$ cat config.mk
export PLATFORM = sky130hd
export DESIGN_NAME = bist_fault_ram
export DESIGN_NICKNAME = d
export VERILOG_FILES = /design/src/rtl/bist_fault_ram.sv
export SDC_FILE = /design/constraint.sdc
export NUM_CORES = 1
export LEC_CHECK = 0
export BUFFER_PORTS_ARGS = -buffer_cell sky130_fd_sc_hd__buf_2
export CAP_MARGIN = 15
export CORE_UTILIZATION = 30
export DETAILED_ROUTE_END_ITERATION = 16
export HOLD_SLACK_MARGIN = 0.02
export PLACE_DENSITY = 0.59
export SLEW_MARGIN = 40
export SYNTH_ARGS = -nofsm -noshare
export SYNTH_HDL_FRONTEND = slang
export SYNTH_SLANG_ARGS = --single-unit
$ cat constraint.sdc
create_clock -name clk -period 3.25 [get_ports clk]
set_clock_uncertainty 0.15 [all_clocks]
set_input_delay 0.65 -clock clk [delete_from_list [all_inputs] [get_ports clk]]
set_output_delay 0.65 -clock clk [all_outputs]
set_load 0.05 [all_outputs]
$ cat src/rtl/bist_fault_ram.sv
// One-bit-wide RAM with injectable stuck-at and coupling faults on a victim cell for BIST checks.
// Optional macro BIST_FAULT_RAM_COUPLING_EN enables the aggressor/victim coupling fault (fault=11).
module bist_fault_ram #(
  parameter int AWIDTH     = 4,
  parameter int FAULT_ADDR = 5,
  parameter int AGGR_ADDR  = 6
) (
  input  logic              clk,
  input  logic              rst,
  input  logic              we,
  input  logic [AWIDTH-1:0] wr_addr,
  input  logic              data_in,
  input  logic              re,
  input  logic [AWIDTH-1:0] rd_addr,
  input  logic [1:0]        fault,
  output logic              data_out,
  output logic              rd_valid,
  output logic [7:0]        fault_hits
);

  localparam int DEPTH = 1 << AWIDTH;
  localparam logic [AWIDTH-1:0] FA = AWIDTH'(FAULT_ADDR);

  if (AGGR_ADDR == FAULT_ADDR) begin : g_addr_chk
    $error("AGGR_ADDR must differ from FAULT_ADDR");
  end

  logic [DEPTH-1:0] mem;
  logic [DEPTH-1:0] mem_n;
  logic             shadow;
  logic             shadow_n;
  logic             stuck0;
  logic             stuck1;
  logic             rd_bit;
  logic             hit;

  assign stuck0 = (fault == 2'b01);
  assign stuck1 = (fault == 2'b10);

`ifdef BIST_FAULT_RAM_COUPLING_EN
  localparam logic [AWIDTH-1:0] AG = AWIDTH'(AGGR_ADDR);
  logic coup;
  logic aggr_flip;
  assign coup      = (fault == 2'b11);
  assign aggr_flip = coup && we && (wr_addr == AG)
                     && (data_in != mem[AG]);
`endif

  // Read sees the stored (pre-write) value with the stuck-at override.
  always_comb begin
    rd_bit = mem[rd_addr];
    if (rd_addr == FA && stuck0) begin
      rd_bit = 1'b0;
    end else if (rd_addr == FA && stuck1) begin
      rd_bit = 1'b1;
    end
  end

  always_comb begin
    hit = 1'b0;
    if (re && rd_addr == FA) begin
      if (stuck0 || stuck1) begin
        hit = (rd_bit != shadow);
      end
`ifdef BIST_FAULT_RAM_COUPLING_EN
      if (coup) begin
        hit = (mem[FA] != shadow);
      end
`endif
    end
  end

  // Coupling flip first so a direct victim write on the same edge wins.
  always_comb begin
    mem_n    = mem;
    shadow_n = shadow;
`ifdef BIST_FAULT_RAM_COUPLING_EN
    if (aggr_flip) begin
      mem_n[FA] = ~mem[FA];
    end
`endif
    if (we) begin
      mem_n[wr_addr] = data_in;
      if (wr_addr == FA) begin
        shadow_n = data_in;
        if (stuck0) begin
          mem_n[FA] = 1'b0;
        end else if (stuck1) begin
          mem_n[FA] = 1'b1;
        end
      end
    end
  end

  always_ff @(posedge clk) begin
    if (rst) begin
      mem        <= '0;
      shadow     <= 1'b0;
      data_out   <= 1'b0;
      rd_valid   <= 1'b0;
      fault_hits <= 8'd0;
    end else begin
      mem      <= mem_n;
      shadow   <= shadow_n;
      rd_valid <= re;
      if (re) begin
        data_out <= rd_bit;
      end
      if (hit && fault_hits != 8'hFF) begin
        fault_hits <= fault_hits + 8'd1;
      end
    end
  end

endmodule

* After elaboration in Yosys (flattened, before gate mapping)
Cells that the tools add are included.
** Storage, ports and cells
- ROM bits :: 0
- Word-level logic and storage cells :: 34
- Bits in writable memories :: 0
- Memories :: 0
- Output and inout port bits :: 10
- Flip-flop bits (word level) :: 27
- Bits in latches :: 0
** Operators by class
- Shift-type cells :: 0
- Bitwise logic cells :: 0
- Multiplexer cells :: 12
- Add/sub/neg operators :: 1
- Reductions and logical operators :: 7
- Magnitude comparators :: 3
- Div/mod/pow operators :: 0
- Multiply operators :: 0
- Eq/ne operators :: 6
** Operators by type and width (number)
- bitwise mux 16 bit :: 1
- less-than comparator 4 x 5 -> 1 bit (second input constant) :: 2
- two-way mux 1 bit :: 9
- adder 8 x 1 -> 8 bit (second input constant) :: 1
- == test 4 x 3 -> 1 bit (second input constant) :: 2
- inequality test 8 bit (second input constant) :: 1
- logical AND 1 bit :: 5
- binary-select mux 1 bit (select 4 bit) :: 1
- demux 1 bit (select 4 bit) :: 1
- greater-or-equal comparator 4 x 1 -> 1 bit (second input constant) :: 1
- == test 2 x 1 -> 1 bit (second input constant) :: 1
- == test 2 bit (second input constant) :: 1
- AND reduction 2 bit :: 1
- logical OR 1 bit :: 1
- inequality test 1 bit :: 1

* Longest topological paths before layout
- Depth after elaboration :: 8
- Gate-level depth with buffers :: 9
- Mapped depth without buffers :: 8

* Worst setup path before layout
No wires, ideal clock.
- Kind :: input -> register
- Start :: input port rd_addr[2]
- End :: register fault_hits[4]
- Stages :: 8
- Arrival time :: 2.455 ns
- Setup slack :: 0.574 ns
- Library setup time :: 0.070 ns
- Buffers on the path :: 2
- Cells stage by stage :: buf_6 mux2_4 o21a_1 o211a_1 o311a_4 buf_6 or4_1 a21oi_1
** Between the ends
- Longest elaborated chain between the ends :: 8
- Elaborated cells between the ends (all ways) :: 12
- Classes of those cells :: eq/ne: 2; mux: 6; reduce/logical: 4
** RTL lines
- start, declared :: line 14 : input logic [AWIDTH-1:0] rd_addr,
- binary-select mux 1 bit (select 4 bit) / == test 4 x 3 -> 1 bit (equally long branches)
- two-way mux 1 bit (not written as such) / logical AND 1 bit (equally long branches) :: line 51, 54
- two-way mux 1 bit :: line 54 : end else if (rd_addr == FA && stuck1) begin
- two-way mux 1 bit :: line 52 : if (rd_addr == FA && stuck0) begin
- inequality test 1 bit :: line 63 : hit = (rd_bit != shadow);
- two-way mux 1 bit :: line 62 : if (stuck0 || stuck1) begin
- two-way mux 1 bit * :: line 61 : if (re && rd_addr == FA) begin
- logical AND 1 bit * :: line 109 : if (hit && fault_hits != 8'hFF) begin
- end signal, assigned :: line 110 : fault_hits <= fault_hits + 8'd1;
- end, declared :: line 18 : output logic [7:0] fault_hits
Mark *: on every way between the ends. The rest lies on a longest branch, timed or not. The select of a mux whose other input is x is not followed.
A chain may end at the register's enable or synchronous reset.

* Worst setup path after layout
- Start :: input port rd_addr[2]
- End :: register fault_hits[5]
Same word-level chain as after synthesis.

==> out/results.ini <==
[setup_path]
path_max_fanout=13
critical_path_class=primary input to register
rrSetupSlack_ps=950
crit_arrival_ps=2630
timing.rr.start=mem[0]
end_kind=register
required_ps=3300
cp-start-kind=primary input
rr_worst_depth=6
r2r-end=fault_hits[5]

[routing]
vias_per_cell=4.97
routedWlPerCell_um=12.3
dr.pass1.iters=4
vias=1283
routed_wl_mm=3.18
post-route-drc-count=0
drtIter0Drc=52
drtAntennaViolNets=0

[timing]
slew_violations=0
grt_setup_unrepaired=false
final.period_utilization_pct=79.5
relSlewSlack_pct=53.6
finalSetupViolCount=0
tightest_slew_ps=687
worst_hold_slack_ps=322
hold_viol=0
period_minus_slack_ps=2580
final.setup.tns_ps=0
fmax_mhz=387

[global_routing]
gr-total-overflow=0
track_usage_pct=13.0
grt_pass1_wl_mm=5.27
grt_max_degree=28
grt_pass1_vias=1119
antenna_found_initial=0

[logic_synthesis]
ys_ff_latch=27
synth_nets=192
yosys_warnings=0
synth_top_cell_by_area=dfxtp_1
seq_area_frac_synth_pct=36.9
synthFlopType=dfxtp_1
synth_edf_count=0
synth_cells=174
synth_cell_types=37
syn-cell-area_um2=1470
yosys-top-cells-area=dfxtp_1 37%, mux2i_1 6.8%, a21oi_1 5.8%, nor2_1 4.6%, nand2_1 3.8%
synth_top_area_share_pct=36.9
synth.avg_cell_area_um2=8.42
ys_async_sr_fraction_pct=0

[clock_tree]
cts_buffers=3
root_buffer=clkbuf_8
cts-resized-gates=0
numClockSinks=27
cts_buffer_depth=2
post_cts_buffers=0
cts_hold_buf=0
clock_latency_ps=270
htreeDepth=1
cts_tree=yes
cts.clk_slew.worst_paths_ps=90

[pwr]
power_density_nw_per_um2=358
p_clk_share_pct=32.2
internal-power_mw=0.446
p_leak_nw=0.623
total_power_mw=0.592
vdd_ir_drop_max_v=0.000155
switching_share_pct=24.8
combPwrFrac_pct=11.0
switchingPower_mw=0.147
power_frac_seq_pct=56.8

[place]
dp_cells=254
gp_congestion=0.708
postPlaceCellArea_um2=1610
hpwlAfterDp_mm=2.26
io_buffers=24

[min_path]
hold-path-endpoint=mem[5]
hold_class=register to register
whs_path_depth=2
hp-start=mem[5]

[die]
row_count=25
die_x_um=71.9
core-area_um2=4720
ioPinCount=25
die_h_um=71.9
start_util_pct=31.0
dieArea_um2=5170

[finish]
layout_commonest_cell=dfxtp_1
finish.net_count=210
area_growth_pct=13.1
fin_area_um2=1660
diodes=0
final_cell_mix=27 x dfxtp_1, 24 x buf_2, 18 x nor2_1
drive_gt1_share_pct=17.3
fin_cells=258

[outcome]
status=finished clean

[job]
maxCapViolCount=0

[stage by stage]
stage          utilization [%]  worst slack [ps]
6_report                  35.1               668
5_1_grt                   35.1               568
4_1_cts                   35.1               663
3_5_place_dp              34.1               364
3_3_place_gp              34.1               403
2_1_floorplan                -               574
[registers in the layout, indices dropped and copies added (netlist names)]
signal	cells
rd_valid	1
mem	16
data_out	1
shadow	1
fault_hits	8
[worst max-delay path by stage]
stage | slack [ps] | endpoint | cells past startpoint | start
global placement | 400 | fault_hits[3] | 7 | rd_addr[2]
CTS | 660 | fault_hits[5] | 7 | rd_addr[2]
floorplan | 570 | fault_hits[4] | 8 | rd_addr[2]
detailed placement | 360 | fault_hits[5] | 7 | rd_addr[2]
global route | 570 | fault_hits[7] | 7 | rd_addr[2]
finish | 670 | fault_hits[5] | 7 | rd_addr[2]
[layout make-up]
type,count,area (um2)
inverter,6,22.5
fill,486,3070
timing repair buffer,24,120
sequential,27,541
clock buffer,4,45.0
tap,67,83.8
multi-input combinational,130,845
[Yosys cell counts (all sizes together) (3+ instances only)]
cell type and n:
buf 3, nor2 18, a21oi 17, nand3b 3, o21ai 10, a211oi 3, and3 3, mux2i 10
inv 6, nand2b 4, nand3 7, nor3 5, o31ai 3, or4 4, nand2 15, dfxtp 27
ha 3, clkbuf 8, nor2b 3
[logic make-up after synthesis]
logic type	count (synthesis)	share of synthesized area, %
muxes	14	11.7
buffers and inverters	17	5.46
AOI/OAI and AO/OA	42	18.1
DFF	27	36.9
adders and majority gates	3	2.56
and+or+nand+nor	71	25.3
[critical path, cell delays in order]
cell	delay, ps
buf_2	190
mux2_4	310
o21a_1	180
o211a_1	240
o311a_4	420
or4_1	500
a21oi_1	150
[power by group through the flow]
stage                     Combinational (mW)  Sequential [mW]  Clock, mW
after global placement                0.0653            0.344          0
after global routing                  0.0723            0.337      0.214
after floorplan                       0.0407            0.349          0
final                                 0.0654            0.337      0.190
after detailed placement              0.0656            0.344          0
after CTS                             0.0657            0.337      0.196
[routing by layer]
| layer | global-route usage [%] | wire length, um |
|---|---|---|
| met5 | 0 | 0 |
| met1 | 17.9 | 1560 |
| met2 | 20.3 | 1490 |
| met3 | 1.97 | 71 |
| met4 | 5.23 | 53 |
Note: power is estimated with default switching activity, not from simulation.
